**config.mk**
```make
export PLATFORM = sky130hd
export DESIGN_NAME = rf_wb_arbiter
export DESIGN_NICKNAME = d
export VERILOG_FILES = /design/src/rtl/rf_wb_arbiter.sv
export SDC_FILE = /design/constraint.sdc
export NUM_CORES = 1
export LEC_CHECK = 0
export ABC_AREA = 0
export CAP_MARGIN = 0
export CELL_PAD_IN_SITES_DETAIL_PLACEMENT = 0
export CELL_PAD_IN_SITES_GLOBAL_PLACEMENT = 1
export CORE_AREA = 2 2 147 149
export CTS_CLUSTER_DIAMETER = 40
export CTS_CLUSTER_SIZE = 10
export DETAILED_ROUTE_END_ITERATION = 8
export DIE_AREA = 0 0 149 151
export PLACE_DENSITY_LB_ADDON = 0.1
export SYNTH_ARGS = -nofsm -noshare
export SYNTH_HDL_FRONTEND = slang
export SYNTH_SLANG_ARGS = --single-unit
```
**constraint.sdc**
```tcl
create_clock -name clk -period 7.9 [get_ports clk]
set_input_delay 1.185 -clock clk [delete_from_list [all_inputs] [get_ports clk]]
set_output_delay 1.185 -clock clk [all_outputs]
set_load 0.01 [all_outputs]
```
**src/rtl/rf_wb_arbiter.sv**
```systemverilog
// Write-port arbiter for the 32x64 register file: merges ALU and LSU writebacks onto one
// registered port, buffers ALU results with a starvation guard, drains on halt. Option: RF_WB_ARB_PERF_EN.
module rf_wb_arbiter #(
    parameter int XLEN         = 64,
    parameter int AW           = 5,
    parameter int FIFO_DEPTH   = 2,
    parameter int STARVE_LIMIT = 4
) (
    input  logic            clk,
    input  logic            rst,
    input  logic            alu_valid,
    output logic            alu_ready,
    input  logic [AW-1:0]   alu_rd,
    input  logic [XLEN-1:0] alu_data,
    input  logic            lsu_valid,
    output logic            lsu_ready,
    input  logic [AW-1:0]   lsu_rd,
    input  logic [XLEN-1:0] lsu_data,
    input  logic            halt_req,
    output logic            halt_done,
    output logic            rf_we,
    output logic [AW-1:0]   rf_waddr,
    output logic [XLEN-1:0] rf_wdata,
    output logic            busy
`ifdef RF_WB_ARB_PERF_EN
    ,
    output logic [31:0]     conflict_cnt
`endif
);

    localparam int PW = $clog2(FIFO_DEPTH);
    localparam int SW = $clog2(STARVE_LIMIT + 1);
    localparam logic [SW-1:0] STARVE_MAX = SW'(STARVE_LIMIT);

    typedef enum logic [1:0] {
        ST_RUN,
        ST_DRAIN,
        ST_HALTED
    } state_t;

    typedef enum logic [1:0] {
        WIN_NONE,
        WIN_HEAD,
        WIN_LSU,
        WIN_ALU
    } win_t;

    state_t          state;
    win_t            win;
    logic [PW:0]     wr_ptr;
    logic [PW:0]     rd_ptr;
    logic [AW-1:0]   fifo_rd   [FIFO_DEPTH];
    logic [XLEN-1:0] fifo_data [FIFO_DEPTH];
    logic [SW-1:0]   starve_cnt;

    logic            fifo_empty;
    logic            fifo_full;
    logic            force_head;
    logic            alu_acc;
    logic            lsu_acc;
    logic            push;
    logic            pop;
    logic [AW-1:0]   win_rd;
    logic [XLEN-1:0] win_data;

    // The extra pointer MSB tells a full ring from an empty one.
    assign fifo_empty = (wr_ptr == rd_ptr);
    assign fifo_full  = (wr_ptr[PW] != rd_ptr[PW]) && (wr_ptr[PW-1:0] == rd_ptr[PW-1:0]);
    assign force_head = !fifo_empty && (starve_cnt == STARVE_MAX);

    assign alu_ready = (state == ST_RUN) && !fifo_full;
    assign lsu_ready = (state != ST_HALTED) && !force_head;
    assign alu_acc   = alu_valid && alu_ready;
    assign lsu_acc   = lsu_valid && lsu_ready;

    // NOTE: every combinational output gets a default first, so no path can infer a latch.
    always_comb begin
        win = WIN_NONE;
        if (force_head) begin
            win = WIN_HEAD;
        end else if (lsu_acc) begin
            win = WIN_LSU;
        end else if (!fifo_empty) begin
            win = WIN_HEAD;
        end else if (alu_acc) begin
            win = WIN_ALU;
        end
    end

    always_comb begin
        win_rd   = '0;
        win_data = '0;
        case (win)
            WIN_HEAD: begin
                win_rd   = fifo_rd[rd_ptr[PW-1:0]];
                win_data = fifo_data[rd_ptr[PW-1:0]];
            end
            WIN_LSU: begin
                win_rd   = lsu_rd;
                win_data = lsu_data;
            end
            WIN_ALU: begin
                win_rd   = alu_rd;
                win_data = alu_data;
            end
            default: begin
                win_rd   = '0;
                win_data = '0;
            end
        endcase
    end

    assign pop  = (win == WIN_HEAD);
    assign push = alu_acc && (win != WIN_ALU);

    // NOTE: the storage array carries no reset; only the pointers define which entries are live.
    always_ff @(posedge clk) begin
        if (push) begin
            fifo_rd[wr_ptr[PW-1:0]]   <= alu_rd;
            fifo_data[wr_ptr[PW-1:0]] <= alu_data;
        end
    end

    // NOTE: sequential state uses non-blocking assignments so all registers update together.
    always_ff @(posedge clk or posedge rst) begin
        if (rst) begin
            wr_ptr <= '0;
            rd_ptr <= '0;
        end else begin
            if (push) begin
                wr_ptr <= wr_ptr + 1'b1;
            end
            if (pop) begin
                rd_ptr <= rd_ptr + 1'b1;
            end
        end
    end

    // An ALU entry that loses on the cycle it is pushed has already waited one cycle,
    // so an empty FIFO that is being filled still counts toward the starvation limit.
    always_ff @(posedge clk or posedge rst) begin
        if (rst) begin
            starve_cnt <= '0;
        end else if (pop || (fifo_empty && !push)) begin
            starve_cnt <= '0;
        end else if (starve_cnt != STARVE_MAX) begin
            starve_cnt <= starve_cnt + 1'b1;
        end
    end

    // Writes to x0 are consumed but never enabled on the port.
    always_ff @(posedge clk or posedge rst) begin
        if (rst) begin
            rf_we    <= 1'b0;
            rf_waddr <= '0;
            rf_wdata <= '0;
        end else begin
            rf_we    <= (win != WIN_NONE) && (win_rd != '0);
            rf_waddr <= win_rd;
            rf_wdata <= win_data;
        end
    end

    always_ff @(posedge clk or posedge rst) begin
        if (rst) begin
            state     <= ST_RUN;
            halt_done <= 1'b0;
        end else begin
            case (state)
                ST_RUN: begin
                    if (halt_req) begin
                        state <= ST_DRAIN;
                    end
                end
                ST_DRAIN: begin
                    if (fifo_empty && !lsu_valid) begin
                        state     <= ST_HALTED;
                        halt_done <= 1'b1;
                    end
                end
                ST_HALTED: begin
                    state     <= ST_HALTED;
                    halt_done <= 1'b1;
                end
                default: begin
                    state     <= ST_RUN;
                    halt_done <= 1'b0;
                end
            endcase
        end
    end

    assign busy = !fifo_empty || rf_we;

`ifdef RF_WB_ARB_PERF_EN
    always_ff @(posedge clk or posedge rst) begin
        if (rst) begin
            conflict_cnt <= '0;
        end else if (lsu_valid && !fifo_empty && (conflict_cnt != 32'hFFFF_FFFF)) begin
            conflict_cnt <= conflict_cnt + 32'd1;
        end
    end
`endif

    a_no_push_when_full : assert property (@(posedge clk) disable iff (rst) !(push && fifo_full));
    a_no_pop_when_empty : assert property (@(posedge clk) disable iff (rst) !(pop && fifo_empty));
    a_halted_is_quiet   : assert property (@(posedge clk) disable iff (rst) halt_done |-> (fifo_empty && !rf_we));

endmodule
```
======== Word level (Yosys, flattened, before mapping) ========
Memories as Yosys holds them, arrays and structs flattened.
Index checks and enable logic that the tools add are counted.
cells by class
  add/subtract/negate cells ............... 3
  multiply operators ...................... 0
  div/mod/pow operators ................... 0
  magnitude comparators ................... 0
  eq/ne operators ......................... 14
  shifts and indexed selects .............. 0
  multiplexer cells ....................... 15
  bitwise operators ....................... 1
  reduce and logical (&&, ||, !) cells .... 23
operators by type and width
  kind                                                 count
  case mux 64 bit (3 select lines)                     1
  case mux 5 bit (3 select lines)                      1
  two-way mux 2 bit                                    6
  logical AND 1 bit                                    10
  != test 2 bit, second input constant                 4
  equality test 2 bit, second input constant           3
  two-way mux 3 bit                                    2
  case mux 2 bit (3 select lines)                      1
  zero test 1 bit                                      5
  nonzero test 5 bit                                   1
  adder 2 x 1 -> 2 bit, second input constant          2
  equality test 2 x 1 -> 1 bit, second input constant  2
  AND reduction 2 bit                                  2
  nonzero test 2 bit                                   2
  adder 3 x 1 -> 3 bit, second input constant          1
  equality test 3 bit, second input constant           1
  two-way mux 1 bit                                    3
  != test 3 bit, second input constant                 1
  case mux 1 bit (3 select lines)                      1
  equality test 2 bit                                  1
  zero test 2 bit                                      1
  logical OR 1 bit                                     2
  equality test 1 bit                                  1
  != test 1 bit                                        1
  NOT 1 bit                                            1
storage, ports and cells
  register bits ........................... 80
  bits in latches ......................... 0
  memory bits (writable) .................. 138
  memory bits (read-only) ................. 0
  input port bits ......................... 143
  output and inout port bits .............. 74
  word-level logic and storage cells ...... 66
  memories ................................ 2
memory list
  memory     depth  bits a word  rd ports  clocked after memory_dff  wr ports  line  RTL
  fifo_data  2      64           1         0                         1         53    logic [XLEN-1:0] fifo_data [FIFO_DEPTH];
  fifo_rd    2      5            1         0                         1         52    logic [AW-1:0] fifo_rd [FIFO_DEPTH];

======== Depth between registers and ports, before layout ========
Gate-level depths: netlist of run 1.
  depth in word-level cells ............... 15
  mapped depth ............................ 9
  depth with buffers taken out ............ 8

======== Worst setup path before layout of run 1 ========
Ideal clock, no wire load.
  kind .................................... input -> register
  start ................................... in lsu_valid
  end ..................................... mem fifo_data[0][0] (enable)
  library setup time ...................... 0.581 ns
  data arrival time ....................... 6.664 ns
  required time ........................... 7.319 ns
  slack ................................... 0.655 ns
  stages on the path ...................... 5
  buffers on the path ..................... 1
  path through ............................ nand2b_1 and3_1 and2_1 clkbuf_1 nor3_1
on the way
  word-level cells in the longest chain between the ends .. 7
ends and longest elaborated chain
  what                                     line  RTL
  from (decl)                              15    input logic lsu_valid,
  logical AND 1 bit                        74    assign lsu_acc = lsu_valid && lsu_ready;
  two-way mux 2 bit                        81    end else if (lsu_acc) begin
  two-way mux 2 bit                        79    if (force_head) begin
  != test 2 bit                            114   assign push = alu_acc && (win != WIN_ALU);
  logical AND 1 bit                        114
  two-way mux 1 bit                        118   if (push) begin
  two-way mux 1 bit (implied by the code)  120   fifo_data[wr_ptr[PW-1:0]] <= alu_data;
  to (decl)                                53
No other way between the ends.

======== Final worst setup path of run 1 ========
  start ................................... in lsu_valid
  end ..................................... mem fifo_data[1][52] (enable)
The elaborated chain is that of the path after synthesis.

==> results of run 1 <==
-- power groups by stage --
stage	Combinational, mW	Sequential, mW	Clock, mW
floorplan	0.729	1.78	0
global placement	1.45	1.69	0
detailed placement	1.48	1.69	0
CTS	1.48	1.68	1.47
global route	1.60	1.71	1.53
finish	1.45	1.67	1.44
-- area by class of cell --
cell class,instances,share of cell area (%)
Timing Repair Buffer,223,19.1
Inverter,6,0.205
Multi-Input combinational cell,259,15.2
Sequential cell,218,52.9
Clock inverter,14,1.18
Tap cell,275,2.96
Clock buffer,47,8.55
-- worst min path at each step --
stage / startpoint / endpoint / slack, ps / depth (start not counted)
6_report: fifo_data[1][49]$_DFFE_PP_ / rf_wdata[49]$_DFF_PP0_ / 460 / 2
5_1_grt: fifo_data[1][44]$_DFFE_PP_ / rf_wdata[44]$_DFF_PP0_ / 480 / 2
4_1_cts: fifo_data[1][49]$_DFFE_PP_ / rf_wdata[49]$_DFF_PP0_ / 460 / 2
3_5_place_dp: fifo_data[1][49]$_DFFE_PP_ / rf_wdata[49]$_DFF_PP0_ / 450 / 2
3_3_place_gp: fifo_data[1][2]$_DFFE_PP_ / rf_wdata[2]$_DFF_PP0_ / 440 / 2
2_1_floorplan: fifo_data[1][0]$_DFFE_PP_ / rf_wdata[0]$_DFF_PP0_ / 440 / 2
-- flip-flops by register name, indices dropped and copies added, names as in the netlist, 2 cells and up --
signal,flops
fifo_rd,10
wr_ptr,2
fifo_data,128
rd_ptr,2
rf_wdata,64
starve_cnt,3
rf_waddr,5
state,2
-- through the flow --
| step | cells | power (mW) | area, µm² |
|---|---|---|---|
| after floorplan | 513 | 2.51 | 8070 |
| after global placement | 981 | 3.15 | 10500 |
| after detailed placement | 981 | 3.17 | 10500 |
| after CTS | 1042 | 4.63 | 11600 |
| after global routing | 1042 | 4.84 | 11600 |
| final | 1042 | 4.56 | 11600 |
-- metal layers --
layer  GRT usage (%)  vias to the layer above
met4            6.24                        2
met3            4.13                       35
met2            28.4                      179
met5               0                        -
met1            22.2                     2598
li1                -                     2444
-- logic make-up after synthesis --
kind of cell             share of synthesized area, %
flip-flops                                       76.1
AO/OA/AOI/OAI                                    13.5
AND/OR/NAND/NOR                                  5.38
buffers and inverters                            2.32
multiplexers                                     1.04
XOR/XNOR                                        0.744
adder cells (fa/ha/maj)                         0.930
-- worst reg2reg max path: cells and delay by family (launching register included) --
family	cells	cell delay, ps
buf+inv	2	490
fa+ha+maj	1	220
flops	1	370
simple gates	5	1950
-- Yosys cell counts --
cell      count
mux2_1        2
nor3b_2       1
dfrtp_1      80
edfxtp_1    138
xnor2_1       1
and3_1        6
xnor2_2       1
clkbuf_1      3
a21oi_1       1
nand2b_1      3
nand3_1       1
nand2_1      69
a221o_1       1
nor2_1        3
inv_1         6
a22oi_1     128
and2_1        3
nand2b_2      1
o211a_1       1
nand3b_1      1
and2b_4       1
o21ai_0       2
ha_1          6
a31oi_4       1
a21boi_1      2
buf_2        24
a31oi_1       1
mux2i_1       5
o21ai_1       1
nor3_2        2
xor2_1        4
buf_6         3
a21oi_2       1
a211o_1       4
mux2_2        1
nor3_1        5
==> flow_summary.toml, run 1 <==
[outcome]
status = "finished clean"

[final_layout]
n_antenna_cell = 0
fill_cells = 1714
register_area_um2 = 6150
syn2layout_area_growth_pct = 43.9
drive_above_1_share_pct = 9.13
final_util_pct = 55.8
final_common_cell = "clkdlybuf4s50_1"
multi_input_area_um2 = 1760
layout_common_cells = "216 x clkdlybuf4s50_1, 138 x edfxtp_1, 128 x a22oi_1"
final_nets = 891

[cts]
ctsHtreeMaxLevel = 2
cts_hold_buf = 0
clk_pin_slew_ps = 50
ctsResizeCount = 0
clock-sinks = 218
clk_latency_ps = 480
clockBufferDepth = 3
postCtsSetupBuffers = 0
root_buffer = "clkbuf_16"
cts_tree = "built"
cts_buffers = 34

[drt]
drc = 0
viasPerCell = 5.05
drt-met1-wl_mm = 8.06
ant_nets = 0
drt_iter0_drc = 269
via_count = 5258
met2WireLength_mm = 9.45
firstDrtPassIters = 4
totalWireLength_mm = 19.1
top_layer = "met5"
route.met3.wl_mm = 1.20
avgRoutedWirePerCell_um = 18.4

[logic_synthesis]
yosys-top-cells-area = "edfxtp_1 51%, dfrtp_1 25%, a22oi_1 12%"
synth.avg_cell_area_um2 = 15.7
ys_warn_count = 0
ys_ff_latch = 218
synth_area_um2 = 8070
yosysUniqueCellTypes = 36
synth.net_count = 662
synth_area_leader_cell = "edfxtp_1"
syn_inst = 513
ys_seq_area_share_pct = 76.1
yosys.area.top_type_share_pct = 51.3

[sta]
rsz0062_at_grt = "no"
hold_viol_final = 0
setup_viol = 0
period_share_pct = 49.1
fmax_mhz = 258
layout_min_cycle_time_ps = 3880
fin_worst_skew_ps = 13.0
fin_hold_ws_ps = 458
slew_viol_final = 0
worst_slack_ps = 4020
relSlewSlack_pct = 27.0
tightest_slew_ps = 1090
fin_setup_tns_ps = 0

[power_and_ir_drop]
combPwrFrac_pct = 31.8
p_int_mw = 3.19
swShare_pct = 30.1
p_seq_share_pct = 36.7
p_sw_mw = 1.38
peakVddDrop_uv = 190
clkPwrFrac_pct = 31.6
power.density_nw_per_um2 = 393
leakage_nw = 4.44

[placement]
routabilityCongestion = 0.747
io_buffers = 216
post-place-ws_ps = 3520
dp_hpwl_mm = 11.9

[setup_path]
reg2reg_slack_ps = 4450
crit_end = "fifo_data[1][52]$_DFFE_PP_"
crit_buf_inv = 2
cp.arrival_ps = 3980
crit_chain = "clkdlybuf4s50_1 -> nand2b_1 -> and3_1 -> and2_2 -> buf_4 -> nor2_1 -> and2_4"
reg2reg_to = "fifo_data[1][52]$_DFFE_PP_"
worstPathMaxFanout = 70
path_class = "in2reg"
path_depth = 7
critPathCaptureType = "flip-flop"
crit_family = "simple AND/OR/NAND/NOR gates"
crit_start = "lsu_valid"
cpPeakStageDelay_ps = 820
cp.required_ps = 8000
start_kind = "input port"
reg2reg_from = "state[0]$_DFFE_PP0P_"
slowest_stage = "and2_4"
r2r_cells = 8

[grt]
grt_pass1_wl_mm = 29.6
antenna_found_initial = 1
grt_pass1_vias = 5511
grt_usage_pct = 17.2
grt_max_degree = 81
overflow = 0

[die]
io_pins = 217
core_area_um2 = 20800
dieArea_um2 = 22500
die_w_um = 149
initial_utilization_pct = 38.8
rows = 53
fp.dieH_um = 151

[run]
drv_cap = 0

[hold_path]
hold_class = "reg2reg"
No activity file was read; power rests on OpenSTA's default activity.
==> run 2: changes to the inputs <==
- CORE_AREA: 2 2 147 149 -> 2 2 155 157
- DIE_AREA: 0 0 149 151 -> 0 0 157 159
- clock period: 7.9 -> 3.4 ns (I/O delays scaled with it)
==> flow_summary.toml, run 2 (synthesis results as in run 1) <==
[die]
core_area_um2 = 23200
fp.dieH_um = 159
die_w_um = 157
initial_utilization_pct = 34.8
dieArea_um2 = 25000
io_pins = 217
rows = 56

[setup_path]
path_class = "reg2out"
worstPathMaxFanout = 15
cp.required_ps = 2890
cp.arrival_ps = 2240
critPathCaptureType = "primary output"
start_kind = "flip-flop"

[sta]
slew_viol_final = 0
hold_viol_final = 0
fin_hold_ws_ps = 459
fin_worst_skew_ps = 12.3
relSlewSlack_pct = 26.9
period_share_pct = 81.0
rsz0062_at_grt = "no"
tightest_slew_ps = 1090
fin_setup_tns_ps = 0
layout_min_cycle_time_ps = 2750
setup_viol = 0
fmax_mhz = 363

[grt]
grt_usage_pct = 16.0
grt_pass1_vias = 5667
grt_max_degree = 71
grt_pass1_wl_mm = 31.0
antenna_found_initial = 1
overflow = 0

[drt]
viasPerCell = 4.80
firstDrtPassIters = 6
avgRoutedWirePerCell_um = 18.4
ant_nets = 0
totalWireLength_mm = 20.1
via_count = 5254
drt_iter0_drc = 277
drc = 0

[cts]
clock-sinks = 218
postCtsSetupBuffers = 0
clk_pin_slew_ps = 50
cts_tree = "built"
cts_hold_buf = 0
ctsHtreeMaxLevel = 2
clockBufferDepth = 3
root_buffer = "clkbuf_16"
clk_latency_ps = 490
ctsResizeCount = 0
cts_buffers = 35

[final_layout]
register_area_um2 = 6150
largest_register_ffs = 128
fill_cells = 2014
drive_above_1_share_pct = 10.5
final_common_cell = "clkdlybuf4s50_1"
multi_input_area_um2 = 1780
layout_common_cells = "216 x clkdlybuf4s50_1, 138 x edfxtp_1, 128 x a22oi_1"
final_nets = 897
syn2layout_area_growth_pct = 46.6

[power_and_ir_drop]
power.density_nw_per_um2 = 923
peakVddDrop_uv = 356
leakage_nw = 4.52

[hold_path]
hold_class = "reg2reg"

[placement]
routabilityCongestion = 0.707
io_buffers = 216
dp_hpwl_mm = 12.7

[run]
drv_cap = 0

[outcome]
status = "finished clean"
## run 2: worst paths after layout
path,start,to,slack [ps],depth (start not counted)
max,rd_ptr[0]$_DFFE_PP0P_,busy,650,4
min,fifo_data[1][24]$_DFFE_PP_,rf_wdata[24]$_DFF_PP0_,460,2
max reg2reg,rd_ptr[0]$_DFFE_PP0P_,fifo_data[1][34]$_DFFE_PP_,670,5
min reg2reg,fifo_data[1][24]$_DFFE_PP_,rf_wdata[24]$_DFF_PP0_,460,2
max in group asynchronous,rst,rf_wdata[15]$_DFF_PP0_,2020,3
min in group asynchronous,rst,rf_wdata[30]$_DFF_PP0_,580,2
## run 2: metrics by stage
stage	instance area [µm²]	utilization (%)	cells	power, mW	setup WS (ps)
floorplan	8100	-	513	5.82	5.41
global placement	10600	45.8	1030	7.41	342
detailed placement	10600	45.8	1030	7.45	350
CTS	11800	51.0	1093	11.1	626
global route	11800	51.0	1093	11.5	523
finish	11800	51.0	1094	10.9	646
## run 2: final cells by class
| cell class | count | area share, % |
|---|---|---|
| flip-flops and latches | 218 | 51.9 |
| repair buffers | 228 | 19.2 |
| multi-input cells | 259 | 15.0 |
| clock buffers | 45 | 8.25 |
| well taps | 319 | 3.37 |
| clock inverters | 18 | 1.99 |
| inverters | 6 | 0.201 |
| diodes | 1 | 0.0211 |
## run 2: routing by layer
metal	track usage, %	routed length, µm
met1	20.2	8480
met5	0	0
met2	27.1	9920
met3	4.46	1410
met4	4.21	325
## run 2: report_power, final
part / switching, mW / internal [mW]
sequential: 0.262 / 3.65
clock: 1.18 / 2.41
combinational: 1.82 / 1.61
## run 2: critical path, stage by stage (launching register included)
cell,delay [ps]
dfrtp_1,660
xnor2_2,210
and2b_4,320
nand2b_1,90
clkdlybuf4s50_1,480
